$ cat src/rtl/nand8_sweep_tester.sv
// nand8_sweep_tester: walks all 256 input patterns through one 8-input NAND
// gate, holds each for a programmable settle time, samples Y against the
// ideal ~&pattern and keeps pass/fail, error count and first failing pattern.
module nand8_sweep_tester #(
  parameter int SETTLE_CYCLES = 2,   // 1..255 clocks held before sampling
  parameter int STOP_ON_FAIL  = 0    // 1: finish at first mismatch
) (
  input  logic       clk,
  input  logic       rst_n,
  input  logic       start,
  input  logic       abort,
  input  logic       gate_y,
  output logic [7:0] gate_in,
  output logic       busy,
  output logic       done,
  output logic       pass,
  output logic [8:0] err_count,
  output logic [7:0] first_fail,
  output logic       fail_seen
);

  typedef enum logic [1:0] {IDLE, SETTLE, SAMPLE, DONE} state_t;

  localparam logic [7:0] SETTLE_LAST = 8'(SETTLE_CYCLES - 1);
  localparam logic       STOP_EN     = (STOP_ON_FAIL != 0);

  state_t     state, state_nxt;
  logic [7:0] settle_cnt;
  logic       mismatch;
  logic       settle_end;
  logic       stop_now;

  // Only a SAMPLE cycle judges the gate; outside it Y is ignored.
  assign mismatch   = (state == SAMPLE) && (gate_y != ~&gate_in);
  assign settle_end = (settle_cnt == SETTLE_LAST);
  // Run ends after the last pattern, or early on a failure when enabled.
  assign stop_now   = (&gate_in) || (STOP_EN && mismatch);
  assign busy       = (state == SETTLE) || (state == SAMPLE);

  // State register.
  always_ff @(posedge clk or negedge rst_n) begin
    if (!rst_n) state <= IDLE;
    else        state <= state_nxt;
  end

  // Next-state: abort outranks every busy transition; start outranks abort
  // when idle or done because abort is meaningless there.
  always_comb begin
    state_nxt = state;
    unique case (state)
      IDLE, DONE: if (start)         state_nxt = SETTLE;
      SETTLE: begin
        if (abort)                   state_nxt = IDLE;
        else if (settle_end)         state_nxt = SAMPLE;
      end
      SAMPLE: begin
        if (abort)                   state_nxt = IDLE;
        else if (stop_now)           state_nxt = DONE;
        else                         state_nxt = SETTLE;
      end
      default:                       state_nxt = IDLE;
    endcase
  end

  // Pattern, settle timer and result registers.
  always_ff @(posedge clk or negedge rst_n) begin
    if (!rst_n) begin
      gate_in    <= '0;
      settle_cnt <= '0;
      done       <= 1'b0;
      pass       <= 1'b0;
      err_count  <= '0;
      first_fail <= '0;
      fail_seen  <= 1'b0;
    end else begin
      unique case (state)
        IDLE, DONE: begin
          if (start) begin
            gate_in    <= '0;
            settle_cnt <= '0;
            err_count  <= '0;
            first_fail <= '0;
            fail_seen  <= 1'b0;
            done       <= 1'b0;
            pass       <= 1'b0;
          end
        end
        SETTLE: begin
          if (abort) begin
            // Partial error info is kept for post-mortem after an abort.
            gate_in    <= '0;
            settle_cnt <= '0;
            done       <= 1'b0;
            pass       <= 1'b0;
          end else begin
            settle_cnt <= settle_cnt + 8'd1;
          end
        end
        SAMPLE: begin
          if (abort) begin
            gate_in    <= '0;
            settle_cnt <= '0;
            done       <= 1'b0;
            pass       <= 1'b0;
          end else begin
            if (mismatch) begin
              err_count <= err_count + 9'd1;
              if (!fail_seen) begin
                first_fail <= gate_in;
                fail_seen  <= 1'b1;
              end
            end
            if (stop_now) begin
              // gate_in stays on the last driven pattern while in DONE.
              done <= 1'b1;
              pass <= (err_count == 9'd0) && !mismatch;
            end else begin
              gate_in    <= gate_in + 8'd1;
              settle_cnt <= '0;
            end
          end
        end
        default: ;
      endcase
    end
  end

endmodule
$ cat config.mk
export PLATFORM = sky130hd
export DESIGN_NAME = nand8_sweep_tester
export DESIGN_NICKNAME = d
export VERILOG_FILES = /design/src/rtl/nand8_sweep_tester.sv
export SDC_FILE = /design/constraint.sdc
export NUM_CORES = 1
export LEC_CHECK = 0
export ABC_AREA = 1
export CELL_PAD_IN_SITES_DETAIL_PLACEMENT = 2
export CELL_PAD_IN_SITES_GLOBAL_PLACEMENT = 2
export CORE_MARGIN = 2
export CORE_UTILIZATION = 34
export CTS_BUF_LIST = sky130_fd_sc_hd__clkbuf_4
export DETAILED_ROUTE_END_ITERATION = 6
export PLACE_DENSITY = 0.93
export SYNTH_ARGS = -nofsm -noshare
export SYNTH_HDL_FRONTEND = slang
export SYNTH_SLANG_ARGS = --single-unit
$ cat constraint.sdc
create_clock -name clk -period 5 [get_ports clk]
set_clock_uncertainty 0.2 [all_clocks]
set_input_delay 1 -clock clk [delete_from_list [all_inputs] [get_ports clk]]
set_output_delay 1 -clock clk [all_outputs]
set_load 0.005 [all_outputs]
==> results of run 1 <==
## worst register-to-register path: stages (launching register included)
cell and delay, ns:
sky130_fd_sc_hd__dfrtp_1 0.38, sky130_fd_sc_hd__inv_1 0.06, sky130_fd_sc_hd__ha_1 0.32, sky130_fd_sc_hd__nand2_1 0.21, sky130_fd_sc_hd__inv_1 0.14, sky130_fd_sc_hd__nor2_1 0.76, sky130_fd_sc_hd__nand3_4 0.27, sky130_fd_sc_hd__nand2_1 0.16
sky130_fd_sc_hd__nand2_1 0.06
## per-layer routing
metal | wire (microns) | vias up
li1 | - | 1140
met1 | 3640 | 1205
met2 | 4430 | 37
met3 | 231 | 6
met4 | 64 | 0
met5 | 0 | -
## path summary, 6_finish.rpt
| path | depth (start not counted) | start | end | slack [ns] |
|---|---|---|---|---|
| hold reg to reg | 2 | first_fail[3] | first_fail[3] | 0.30 |
| setup reg to reg | 8 | state[0] | err_count[4] | 2.37 |
| min in group asynchronous | 1 | rst_n | settle_cnt[5] | 0.56 |
| max in group asynchronous | 1 | rst_n | err_count[5] | 3.48 |
| hold / removal | 2 | first_fail[3] | first_fail[3] | 0.30 |
| setup / recovery | 8 | start | err_count[4] | 2.01 |
## cells in the mapped netlist
cell,instances
sky130_fd_sc_hd__a211oi_4,1
sky130_fd_sc_hd__buf_12,1
sky130_fd_sc_hd__buf_2,3
sky130_fd_sc_hd__buf_4,2
sky130_fd_sc_hd__clkbuf_1,1
sky130_fd_sc_hd__clkbuf_8,1
sky130_fd_sc_hd__dfrtp_1,38
sky130_fd_sc_hd__ha_1,7
sky130_fd_sc_hd__inv_1,44
sky130_fd_sc_hd__inv_2,4
sky130_fd_sc_hd__nand2_1,112
sky130_fd_sc_hd__nand2_2,3
sky130_fd_sc_hd__nand2_4,1
sky130_fd_sc_hd__nand3_1,40
sky130_fd_sc_hd__nand3_2,2
sky130_fd_sc_hd__nand3_4,2
sky130_fd_sc_hd__nand4_1,14
sky130_fd_sc_hd__nor2_1,30
sky130_fd_sc_hd__nor2_4,3
sky130_fd_sc_hd__nor3_1,1
sky130_fd_sc_hd__nor3b_1,1
sky130_fd_sc_hd__o211ai_1,1
sky130_fd_sc_hd__o21a_1,1
sky130_fd_sc_hd__o21ai_0,15
sky130_fd_sc_hd__o21ai_1,3
sky130_fd_sc_hd__o22ai_1,1
sky130_fd_sc_hd__or2_2,1
sky130_fd_sc_hd__xnor2_1,1
sky130_fd_sc_hd__xor2_1,5
## sequential cells by signal (all words and copies together), names as in the netlist
signal and count:
done 1, err_count 9, fail_seen 1, first_fail 8, gate_in 8, pass 1
settle_cnt 8, state 2
## layout make-up
class / count / area [sq um]
fill: 852 / 4000
multi-input combinational: 245 / 1230
sequential: 38 / 951
timing repair buffer: 34 / 333
inverter: 48 / 180
tap: 96 / 120
clock buffer: 6 / 45.0
clock inverter: 2 / 8.76
## cells by family (layout without fill, tap and decap cells)
group,Yosys count,in the layout
and+or+nand+nor,210,210
AOI/OAI and AO/OA,22,22
buffers and inverters,56,90
DFF,38,38
xor gates and xnor gates,6,6
adders and majority gates,7,7
## stage by stage
stage / cells / cell area, sq um
6_report: 469 / 2870
5_1_grt: 469 / 2870
4_1_cts: 469 / 2870
3_5_place_dp: 461 / 2810
3_3_place_gp: 461 / 2810
2_1_floorplan: 339 / 2430
## power by group through the flow
stage	Sequential (W)	Combinational, W	Clock (W)
after floorplan	0.000348	0.000229	0
after global placement	0.000353	0.000317	0
after detailed placement	0.000355	0.000337	0
after CTS	0.000350	0.000342	0.000175
after global routing	0.000352	0.000377	0.000188
final	0.000349	0.000340	0.000170
==> impl_metrics.prom, run 1 <==
# TYPE chip_impl_metric gauge
chip_impl_metric{name="share_comb_of_total_power",unit=""} 0.396
chip_impl_info{name="cell_at_the_slowest_stage_of_the_critical_path",value="sky130_fd_sc_hd__nor2_1"} 1
chip_impl_metric{name="nets",unit=""} 384
chip_impl_metric{name="cts-htree-levels",unit=""} 2
chip_impl_metric{name="postSynthNetCount",unit=""} 351
chip_impl_metric{name="die_y",unit="microns"} 88.5
chip_impl_metric{name="number_of_global_route_vias_before_repair",unit=""} 2713
chip_impl_metric{name="cts.path.max_buffers",unit=""} 2
chip_impl_metric{name="post_cts_resize_count",unit=""} 0
chip_impl_metric{name="critical-path-max-stage-delay",unit="ns"} 0.76
chip_impl_info{name="unrepaired_setup_endpoints_after_global_routing",value="false"} 1
chip_impl_metric{name="worstPathMaxFanout",unit=""} 11
chip_impl_metric{name="syn_avg_cell_area",unit="sq um"} 7.16
chip_impl_metric{name="synth.top_cell.area_share",unit=""} 0.392
chip_impl_metric{name="postSynthRegisterBits",unit=""} 38
chip_impl_info{name="cp_common_cell",value="sky130_fd_sc_hd__nand2_1"} 1
chip_impl_metric{name="detail_route.first_pass.iterations",unit=""} 4
chip_impl_metric{name="seq_power_share",unit=""} 0.406
chip_impl_metric{name="drt_drc_violations_left",unit=""} 0
chip_impl_metric{name="hold_violations",unit=""} 0
chip_impl_metric{name="buffer_ports.inserted",unit=""} 33
chip_impl_metric{name="min_period_over_period",unit=""} 0.599
chip_impl_metric{name="cp_data_required_time",unit="ns"} 5.06
chip_impl_metric{name="post_synthesis_compound_gate_area_fraction",unit=""} 0.0541
chip_impl_metric{name="worst_skew_pair.late_latency",unit="ns"} 0.35
chip_impl_metric{name="synth-warning-count",unit=""} 0
chip_impl_info{name="worst_hold_path_type",value="register to register"} 1
chip_impl_metric{name="drtIter0Drc",unit=""} 80
chip_impl_metric{name="power_density",unit="mW/mm^2"} 300
chip_impl_metric{name="grt_start_max_net_pins",unit=""} 39
chip_impl_metric{name="max_slew_margin",unit=""} 0.342
chip_impl_metric{name="setup_viol",unit=""} 0
chip_impl_metric{name="fmax",unit="GHz"} 0.334
chip_impl_metric{name="p_clk_frac",unit=""} 0.198
chip_impl_metric{name="layout_min_cycle_time",unit="ns"} 2.99
chip_impl_metric{name="clock-sinks",unit=""} 38
chip_impl_metric{name="static_leak",unit="nW"} 1.40
chip_impl_info{name="final_common_cell",value="sky130_fd_sc_hd__nand2_1"} 1
chip_impl_info{name="path_delay_family",value="simple AND/OR/NAND/NOR gates"} 1
chip_impl_metric{name="final.hold.worst_slack",unit="ns"} 0.301
chip_impl_metric{name="die_x",unit="microns"} 88.5
chip_impl_metric{name="pre_cts_slack",unit="ns"} 1.71
chip_impl_metric{name="power.share.switching",unit=""} 0.446
chip_impl_metric{name="synthSimpleGateAreaFrac",unit=""} 0.395
chip_impl_metric{name="routabilityCongestion",unit=""} 0.779
chip_impl_metric{name="synth.lib_cells_used.distinct",unit=""} 29
chip_impl_metric{name="num_io_pins",unit=""} 34
chip_impl_info{name="cts_tree",value="yes"} 1
chip_impl_metric{name="floorplan.initialDensity",unit=""} 0.354
chip_impl_info{name="layout_common_cells",value="112 x sky130_fd_sc_hd__nand2_1, 44 x sky130_fd_sc_hd__inv_1, 40 x sky130_fd_sc_hd__nand3_1, 38 x sky130_fd_sc_hd__dfrtp_1, 32 x sky130_fd_sc_hd__clkdlybuf4s50_1"} 1
chip_impl_metric{name="area_grow_syn2layout",unit="%"} 18.1
chip_impl_info{name="synth_area_leaders",value="sky130_fd_sc_hd__dfrtp_1 39%, sky130_fd_sc_hd__nand2_1 17%, sky130_fd_sc_hd__nand3_1 8.2%, sky130_fd_sc_hd__inv_1 6.8%, sky130_fd_sc_hd__nor2_1 4.6%"} 1
chip_impl_metric{name="grt_usage",unit=""} 0.237
chip_impl_metric{name="post_drt_wl_per_cell",unit="microns"} 17.8
chip_impl_metric{name="post_synthesis_instance_total",unit=""} 339
chip_impl_metric{name="place_hpwl",unit="mm"} 6.18
chip_impl_metric{name="worst_slack",unit="ns"} 2.01
chip_impl_metric{name="met3_routing_resource_usage_after_global_routing",unit=""} 0.0299
chip_impl_metric{name="fp.coreArea",unit="sq mm"} 0.00687
chip_impl_metric{name="synth_seq_area_share",unit=""} 0.392
chip_impl_info{name="worstPathCellList",value="clkdlybuf4s50_1 -> inv_1 -> nand2_1 -> inv_1 -> nor2_1 -> nand3_4 -> nand2_1 -> nand2_1"} 1
chip_impl_metric{name="design.die.area",unit="sq mm"} 0.00783
chip_impl_metric{name="internal_power",unit="W"} 0.000477
chip_impl_metric{name="grt.met2_usage",unit=""} 0.441
chip_impl_metric{name="vias_per_cell",unit=""} 5.09
chip_impl_metric{name="cp_data_arrival_time",unit="ns"} 3.05
chip_impl_metric{name="dr_total_vias",unit=""} 2388
chip_impl_metric{name="worst-slew-pin-transition",unit="ns"} 0.983
chip_impl_metric{name="maxCapViolCount",unit=""} 0
chip_impl_metric{name="standard_cell_row_count",unit=""} 30
chip_impl_metric{name="vdd_drop_max",unit="mV"} 0.101
chip_impl_metric{name="synth-xor-area-share",unit=""} 0.0216
chip_impl_metric{name="grt_overflow_total",unit=""} 0
chip_impl_metric{name="drt_wl_total",unit="mm"} 8.36
chip_impl_metric{name="use_met1",unit=""} 0.293
chip_impl_metric{name="number_of_antenna_violations_at_the_first_check_in_global_routing",unit=""} 0
chip_impl_metric{name="synth.mux.area_fraction",unit=""} 0
chip_impl_info{name="synth_top_family_by_area",value="simple AND/OR/NAND/NOR gates"} 1
chip_impl_metric{name="design_power_total",unit="W"} 0.000860
chip_impl_metric{name="post_synth_fa_ha_maj_area_fraction",unit=""} 0.0361
chip_impl_metric{name="power.switching",unit="W"} 0.000383
chip_impl_metric{name="fin_util",unit=""} 0.417
chip_impl_metric{name="number_of_max_slew_violations_in_the_final_report",unit=""} 0
chip_impl_info{name="setup.worst_path.end_class",value="register"} 1
chip_impl_metric{name="worst_setup_hold_path_clk_slew",unit="ns"} 0.12
chip_impl_metric{name="postCtsSetupRepairBufs",unit=""} 0
chip_impl_metric{name="diodes",unit=""} 0
chip_impl_info{name="globalRoute.busiestLayer",value="met2"} 1
chip_impl_info{name="cts.root.buffer_cell",value="sky130_fd_sc_hd__clkbuf_4"} 1
chip_impl_metric{name="synth_area",unit="sq mm"} 0.00243
chip_impl_metric{name="grt_first_pass_wirelength",unit="mm"} 14.1
chip_impl_metric{name="cts_made_buffers",unit=""} 5
chip_impl_info{name="post-synth-top-area-cell",value="sky130_fd_sc_hd__dfrtp_1"} 1
chip_impl_info{name="status",value="finished, final reports clean"} 1
chip_impl_info{name="kind_of_launch_point_of_the_worst_setup_path",value="input port"} 1
chip_impl_metric{name="hold_buffers",unit=""} 0
chip_impl_info{name="critPathKind",value="input port to register"} 1
chip_impl_metric{name="drive_gt1_frac",unit=""} 0.0697
chip_impl_metric{name="path_buf_inv",unit=""} 3
chip_impl_metric{name="drtAntennaViolNets",unit=""} 0
chip_impl_metric{name="setup-tns-final",unit="ns"} 0
No activity file was read; power rests on OpenSTA's default activity.
==> run 2: changes to the inputs <==
CORE_UTILIZATION = 32   (was 34)
PLACE_DENSITY = 0.88   (was 0.93)
clock period = 3 ns   (was 5 ns; I/O delays follow)
==> run 2 against run 1 <==
Against the previous run:
- sequential share of layout area is 0.62 points lower
- sequential power rose by 66%
- power up 77%
- critical path type is now register to output pin
==> impl_metrics.prom, run 2 (synthesis results as in run 1) <==
# TYPE chip_impl_metric gauge
chip_impl_metric{name="die_x",unit="microns"} 91.1
chip_impl_metric{name="drtAntennaViolNets",unit=""} 0
chip_impl_metric{name="place_hpwl",unit="mm"} 5.77
chip_impl_metric{name="dr_total_vias",unit=""} 2387
chip_impl_metric{name="post_drt_wl_per_cell",unit="microns"} 16.9
chip_impl_metric{name="design.die.area",unit="sq mm"} 0.00830
chip_impl_metric{name="buffer_ports.inserted",unit=""} 33
chip_impl_metric{name="number_of_antenna_violations_at_the_first_check_in_global_routing",unit=""} 0
chip_impl_info{name="final_common_cell",value="sky130_fd_sc_hd__nand2_1"} 1
chip_impl_metric{name="filler_cell_count",unit=""} 900
chip_impl_metric{name="cp_data_arrival_time",unit="ns"} 1.74
chip_impl_metric{name="grt_usage",unit=""} 0.205
chip_impl_info{name="timing.critical_path.from",value="state[0]"} 1
chip_impl_info{name="cts_tree",value="yes"} 1
chip_impl_metric{name="num_io_pins",unit=""} 34
chip_impl_metric{name="critical-path-max-stage-delay",unit="ns"} 0.50
chip_impl_metric{name="grt_overflow_total",unit=""} 0
chip_impl_metric{name="max_slew_margin",unit=""} 0.384
chip_impl_info{name="unrepaired_setup_endpoints_after_global_routing",value="false"} 1
chip_impl_info{name="worstPathCellList",value="inv_1 -> ha_1 -> inv_1 -> clkdlybuf4s50_1"} 1
chip_impl_metric{name="standard_cell_row_count",unit=""} 31
chip_impl_metric{name="fp.coreArea",unit="sq mm"} 0.00729
chip_impl_metric{name="regArea",unit="sq um"} 951
chip_impl_metric{name="drive_gt1_frac",unit=""} 0.0798
chip_impl_info{name="cell_at_the_slowest_stage_of_the_critical_path",value="sky130_fd_sc_hd__clkdlybuf4s50_1"} 1
chip_impl_info{name="endpoint",value="busy"} 1
chip_impl_metric{name="share_comb_of_total_power",unit=""} 0.373
chip_impl_metric{name="min_period_over_period",unit=""} 0.846
chip_impl_info{name="cp_common_cell",value="sky130_fd_sc_hd__inv_1"} 1
chip_impl_metric{name="met2WireLength",unit="mm"} 4.13
chip_impl_metric{name="number_of_global_route_vias_before_repair",unit=""} 2687
chip_impl_metric{name="reg2reg_slack",unit="ns"} 0.75
chip_impl_metric{name="worst_skew_pair.late_latency",unit="ns"} 0.37
chip_impl_metric{name="worstPathMaxFanout",unit=""} 3
chip_impl_metric{name="die_y",unit="microns"} 91.1
chip_impl_info{name="max_flop_register",value="err_count"} 1
chip_impl_metric{name="hold_buffers",unit=""} 0
chip_impl_metric{name="drt_wl_total",unit="mm"} 8.01
chip_impl_info{name="cts.root.buffer_cell",value="sky130_fd_sc_hd__clkbuf_4"} 1
chip_impl_metric{name="floorplan.initialDensity",unit=""} 0.333
chip_impl_metric{name="nets",unit=""} 387
chip_impl_metric{name="drt_drc_violations_left",unit=""} 0
chip_impl_metric{name="area_of_the_multi_input_gates",unit="sq mm"} 0.00123
chip_impl_metric{name="routabilityCongestion",unit=""} 0.813
chip_impl_metric{name="worst-slew-pin-transition",unit="ns"} 0.924
chip_impl_metric{name="setup-tns-final",unit="ns"} 0
chip_impl_metric{name="ff2ff_path_depth",unit=""} 10
chip_impl_metric{name="power_density",unit="mW/mm^2"} 520
chip_impl_metric{name="postCtsSetupRepairBufs",unit=""} 0
chip_impl_metric{name="drtIter0Drc",unit=""} 89
chip_impl_metric{name="post_cts_resize_count",unit=""} 0
chip_impl_metric{name="cts_made_buffers",unit=""} 5
chip_impl_metric{name="grt_first_pass_wirelength",unit="mm"} 13.7
chip_impl_info{name="kind_of_launch_point_of_the_worst_setup_path",value="register"} 1
chip_impl_metric{name="vias_per_cell",unit=""} 5.03
chip_impl_metric{name="clock-sinks",unit=""} 38
chip_impl_metric{name="power.switching",unit="W"} 0.000626
chip_impl_metric{name="detail_route.first_pass.iterations",unit=""} 4
chip_impl_metric{name="cts.path.max_buffers",unit=""} 2
chip_impl_metric{name="grt_start_max_net_pins",unit=""} 39
chip_impl_metric{name="drt-met1-wl",unit="mm"} 3.59
chip_impl_metric{name="p_clk_frac",unit=""} 0.247
chip_impl_metric{name="max_reg_flops",unit=""} 9
chip_impl_info{name="top_layer_used",value="met4"} 1
chip_impl_metric{name="internal_power",unit="W"} 0.000895
chip_impl_metric{name="hold_violations",unit=""} 0
chip_impl_info{name="worst_hold_path_type",value="input port to asynchronous set/reset pin"} 1
chip_impl_metric{name="met3WireLength",unit="microns"} 194
chip_impl_metric{name="static_leak",unit="nW"} 1.42
chip_impl_metric{name="vdd_drop_max",unit="mV"} 0.261
chip_impl_info{name="worstReg2RegEnd",value="gate_in[5]"} 1
chip_impl_metric{name="fmax",unit="GHz"} 0.394
chip_impl_metric{name="maxCapViolCount",unit=""} 0
chip_impl_metric{name="cts-htree-levels",unit=""} 2
chip_impl_metric{name="setup_viol",unit=""} 0
chip_impl_metric{name="worst_setup_hold_path_clk_slew",unit="ns"} 0.14
chip_impl_metric{name="seq_power_share",unit=""} 0.380
chip_impl_info{name="r2r-start",value="gate_in[1]"} 1
chip_impl_info{name="setup.worst_path.end_class",value="output pin"} 1
chip_impl_metric{name="cp_data_required_time",unit="ns"} 2.20
chip_impl_metric{name="layout_min_cycle_time",unit="ns"} 2.54
chip_impl_info{name="critPathKind",value="register to output pin"} 1
chip_impl_info{name="layout_common_cells",value="112 x sky130_fd_sc_hd__nand2_1, 44 x sky130_fd_sc_hd__inv_1, 40 x sky130_fd_sc_hd__nand3_1, 38 x sky130_fd_sc_hd__dfrtp_1, 32 x sky130_fd_sc_hd__clkdlybuf4s50_1"} 1
chip_impl_metric{name="area_grow_syn2layout",unit="%"} 20.4
chip_impl_metric{name="fin_util",unit=""} 0.401
chip_impl_metric{name="power.share.switching",unit=""} 0.412
chip_impl_metric{name="number_of_max_slew_violations_in_the_final_report",unit=""} 0
chip_impl_info{name="status",value="finished, final reports clean"} 1
chip_impl_metric{name="diodes",unit=""} 0
run 2: changes by cell type in the layout (fill, tap and decap cells not counted):
| cell | previous run | this run |
|---|---|---|
| sky130_fd_sc_hd__buf_4 | 1 | 4 |
| sky130_fd_sc_hd__clkbuf_4 | 6 | 5 |
| sky130_fd_sc_hd__clkinv_2 | 1 | 0 |
| sky130_fd_sc_hd__bufinv_16 | 0 | 1 |
| sky130_fd_sc_hd__clkinv_1 | 1 | 0 |
| sky130_fd_sc_hd__clkinvlp_4 | 0 | 2 |
run 2: through the flow:
step / std cells / worst slack [ns] / area [sq um] / hold slack (ns) / total power (W)
floorplan: 339 / 1.19 / 2430 / 0.104 / 0.000961
global placement: 467 / 0.554 / 2840 / 0.259 / 0.00113
detailed placement: 467 / 0.449 / 2840 / 0.275 / 0.00115
CTS: 475 / 0.432 / 2920 / 0.183 / 0.00154
global route: 475 / 0.371 / 2920 / 0.194 / 0.00162
finish: 475 / 0.462 / 2920 / 0.156 / 0.00152
run 2: metal layers:
layer,vias to the layer above,global-route usage
li1,1146,-
met1,1205,0.264
met2,30,0.359
met3,6,0.0290
met4,0,0.0556
met5,-,0
run 2: layout make-up:
class | count | share of cell area
sequential | 38 | 0.325
inverter | 48 | 0.0616
clock inverter | 3 | 0.0154
clock buffer | 5 | 0.0128
tap | 99 | 0.0424
multi-input combinational | 245 | 0.421
timing repair buffer | 37 | 0.122
run 2: power groups by stage:
| stage | sequential [W] | combinational (W) | clock (W) |
|---|---|---|---|
| 2_1_floorplan | 0.000580 | 0.000381 | 0 |
| 3_5_place_dp | 0.000589 | 0.000560 | 0 |
| 5_1_grt | 0.000586 | 0.000632 | 0.000406 |
| 3_3_place_gp | 0.000587 | 0.000541 | 0 |
| 6_report | 0.000579 | 0.000567 | 0.000375 |
| 4_1_cts | 0.000580 | 0.000575 | 0.000386 |
run 2: worst min path at each step:
stage                        from  cells after the start             to  slack [ns]
finish                      rst_n                      1           pass        0.16
global route                rst_n                      1           pass        0.19
CTS                         rst_n                      1           pass        0.18
detailed placement  first_fail[7]                      2  first_fail[7]        0.27
global placement    first_fail[6]                      2  first_fail[6]        0.26
floorplan                   rst_n                      0           done        0.10
run 2: critical path: cells and delay by family, from the launching register on:
family,cells,cell delay (ns)
buffers and inverters,3,0.67
flip-flops,1,0.37
adder cells (fa/ha/maj),1,0.33
==> run 3: changes to the inputs <==
CORE_UTILIZATION = 29   (was 32)
PLACE_DENSITY = 0.85   (was 0.88)
clock period = 2.2 ns   (was 3 ns; I/O delays follow)
==> run 3 against run 2 <==
Against the previous run:
- clock-buffer cell count unchanged
- global-route usage down 0.95 points
- final cell count up 2.7%
- clock power up 37%
- critical path depth down 3
- register-to-register slack worse by 0.58 ns
- sequential power up 37%
- wire length up 1.7%
- non-clock buffer count up 7
- combinational power up 49%
==> impl_metrics.prom, run 3 (synthesis results as in run 1) <==
# TYPE chip_impl_metric gauge
chip_impl_info{name="final_common_cell",value="sky130_fd_sc_hd__nand2_1"} 1
chip_impl_metric{name="max_reg_flops",unit=""} 9
chip_impl_metric{name="number_of_max_slew_violations_in_the_final_report",unit=""} 0
chip_impl_metric{name="floorplan.initialDensity",unit=""} 0.297
chip_impl_metric{name="grt_usage",unit=""} 0.196
chip_impl_metric{name="grt_overflow_total",unit=""} 0
chip_impl_metric{name="layout_min_cycle_time",unit="ns"} 2.10
chip_impl_metric{name="min_period_over_period",unit=""} 0.953
chip_impl_metric{name="worst-slew-pin-transition",unit="ns"} 0.429
chip_impl_metric{name="final_cell_area",unit="sq mm"} 0.00302
chip_impl_metric{name="place_hpwl",unit="mm"} 5.78
chip_impl_metric{name="buffer_ports.inserted",unit=""} 33
chip_impl_metric{name="grt_start_max_net_pins",unit=""} 39
chip_impl_metric{name="path_buf_inv",unit=""} 1
chip_impl_info{name="layout_common_cells",value="111 x sky130_fd_sc_hd__nand2_1, 43 x sky130_fd_sc_hd__inv_1, 40 x sky130_fd_sc_hd__nand3_1, 38 x sky130_fd_sc_hd__dfrtp_1, 31 x sky130_fd_sc_hd__clkdlybuf4s50_1"} 1
chip_impl_metric{name="internal_power",unit="W"} 0.00127
chip_impl_metric{name="nets",unit=""} 394
chip_impl_metric{name="grt_first_pass_wirelength",unit="mm"} 13.6
chip_impl_metric{name="post_drt_wl_per_cell",unit="microns"} 16.7
chip_impl_metric{name="power.switching",unit="W"} 0.000883
chip_impl_metric{name="worstPathMaxFanout",unit=""} 7
chip_impl_metric{name="cts_made_buffers",unit=""} 5
chip_impl_metric{name="fp.coreArea",unit="sq mm"} 0.00818
chip_impl_metric{name="setup_viol",unit=""} 0
chip_impl_metric{name="drtIter0Drc",unit=""} 29
chip_impl_info{name="critPathKind",value="register to output pin"} 1
chip_impl_metric{name="fmax",unit="GHz"} 0.477
chip_impl_metric{name="maxCapViolCount",unit=""} 0
chip_impl_metric{name="setup-tns-final",unit="ns"} 0
chip_impl_metric{name="filler_cell_count",unit=""} 998
chip_impl_metric{name="power.share.switching",unit=""} 0.410
chip_impl_metric{name="cts.path.max_buffers",unit=""} 2
chip_impl_metric{name="standard_cell_row_count",unit=""} 33
chip_impl_metric{name="placed_cell_area",unit="sq mm"} 0.00290
chip_impl_metric{name="dr_total_vias",unit=""} 2392
chip_impl_metric{name="num_io_pins",unit=""} 34
chip_impl_metric{name="vdd_drop_max",unit="mV"} 0.335
chip_impl_metric{name="drt_wl_total",unit="mm"} 8.14
chip_impl_metric{name="final_cell_count_no_fill",unit=""} 488
chip_impl_metric{name="power_density",unit="mW/mm^2"} 714
chip_impl_info{name="setup.worst_path.end_class",value="output pin"} 1
chip_impl_metric{name="routabilityCongestion",unit=""} 0.777
chip_impl_info{name="cts_tree",value="yes"} 1
chip_impl_metric{name="cp_data_arrival_time",unit="ns"} 1.46
chip_impl_metric{name="drt_drc_violations_left",unit=""} 0
chip_impl_metric{name="place_inst",unit=""} 478
chip_impl_info{name="kind_of_launch_point_of_the_worst_setup_path",value="register"} 1
chip_impl_info{name="path_delay_family",value="buffers and inverters"} 1
chip_impl_info{name="min-delay-start",value="first_fail[5]"} 1
chip_impl_metric{name="detail_route.first_pass.iterations",unit=""} 4
chip_impl_metric{name="cp_data_required_time",unit="ns"} 1.56
chip_impl_metric{name="drtAntennaViolNets",unit=""} 0
chip_impl_info{name="max_flop_register",value="err_count"} 1
chip_impl_info{name="status",value="finished, final reports clean"} 1
chip_impl_metric{name="area_grow_syn2layout",unit="%"} 24.2
chip_impl_metric{name="clock-sinks",unit=""} 38
chip_impl_metric{name="hold_violations",unit=""} 0
chip_impl_metric{name="seq_power_share",unit=""} 0.369
chip_impl_metric{name="number_of_global_route_vias_before_repair",unit=""} 2709
chip_impl_metric{name="static_leak",unit="nW"} 1.45
chip_impl_metric{name="design.die.area",unit="sq mm"} 0.00912
chip_impl_metric{name="diodes",unit=""} 0
chip_impl_metric{name="cts-htree-levels",unit=""} 2
chip_impl_metric{name="critical-path-max-stage-delay",unit="ns"} 0.58
chip_impl_metric{name="number_of_antenna_violations_at_the_first_check_in_global_routing",unit=""} 0
chip_impl_info{name="worstPathCellList",value="clkdlybuf4s50_1"} 1
chip_impl_info{name="worst_hold_path_type",value="register to register"} 1
chip_impl_metric{name="share_comb_of_total_power",unit=""} 0.392
chip_impl_metric{name="drive_gt1_frac",unit=""} 0.107
chip_impl_info{name="unrepaired_setup_endpoints_after_global_routing",value="false"} 1
chip_impl_metric{name="max_slew_margin",unit=""} 0.711
chip_impl_metric{name="worst_skew_pair.late_latency",unit="ns"} 0.37
chip_impl_metric{name="die_y",unit="microns"} 95.5
chip_impl_info{name="cts.root.buffer_cell",value="sky130_fd_sc_hd__clkbuf_4"} 1
chip_impl_metric{name="die_x",unit="microns"} 95.5
chip_impl_info{name="cell_at_the_slowest_stage_of_the_critical_path",value="sky130_fd_sc_hd__clkdlybuf4s50_1"} 1
chip_impl_metric{name="worst_setup_hold_path_clk_slew",unit="ns"} 0.14
chip_impl_info{name="timing.critical_path.from",value="gate_in[4]"} 1
chip_impl_metric{name="final.hold.worst_slack",unit="ns"} 0.286
chip_impl_metric{name="p_clk_frac",unit=""} 0.239
chip_impl_info{name="r2r-start",value="gate_in[1]"} 1
chip_impl_metric{name="vias_per_cell",unit=""} 4.90
[run 3: worst paths after layout]
check | end | slack, ns | cells past startpoint
hold reg to reg | first_fail[5] | 0.29 | 2
hold / removal | first_fail[5] | 0.29 | 2
min in group asynchronous | first_fail[7] | 0.35 | 3
setup reg to reg | settle_cnt[2] | 0.17 | 8
setup / recovery | gate_in[4] | 0.10 | 1
max in group asynchronous | state[0] | 1.23 | 3
[run 3: metrics by stage]
step                       util  power, W  worst slack, ns
after detailed placement  0.354   0.00163          -0.0192
after global placement    0.354   0.00159           0.0850
final                     0.369   0.00215            0.103
after floorplan               -   0.00131            0.392
after CTS                 0.368   0.00218           0.0517
after global routing      0.369   0.00231          0.00788
[run 3: tightest hold or removal path, delay by kind of cell (launching register included)]
family        cells  cell delay [ns]
flops             1             0.37
simple gates      2             0.09
[run 3: timing repair]
| item | in CTS | in global routing |
|---|---|---|
| resized for setup | 3 | 3 |
| setup endpoints to repair | 1 | 7 |
| endpoints found under the hold margin | 38 | 0 |
| setup buffers | 1 | 0 |
| hold buffers | 1 | 0 |
[run 3: per-layer routing]
metal,track usage,part of all wire,up-vias
met2,0.349,0.51,30
met3,0.0237,0.019,10
met5,0,0,-
met4,0.0655,0.018,0
met1,0.245,0.45,1194
li1,-,-,1158
[run 3: area by class of cell]
type                            instances  area, sq um  share of cell area
Multi-Input combinational cell        245         1250               0.414
Sequential cell                        38          951               0.315
Timing Repair Buffer                   44          422               0.140
Inverter                               48          180              0.0597
Tap cell                              105          131              0.0436
Clock inverter                          3         45.0              0.0149
Clock buffer                            5         37.5              0.0124
[run 3: power groups by stage]
| stage | Sequential [W] | Clock, W | Combinational (W) |
|---|---|---|---|
| 2_1_floorplan | 0.000791 | 0 | 0.000519 |
| 4_1_cts | 0.000795 | 0.000540 | 0.000850 |
| 5_1_grt | 0.000805 | 0.000558 | 0.000947 |
| 3_3_place_gp | 0.000801 | 0 | 0.000788 |
| 3_5_place_dp | 0.000807 | 0 | 0.000820 |
| 6_report | 0.000795 | 0.000514 | 0.000844 |
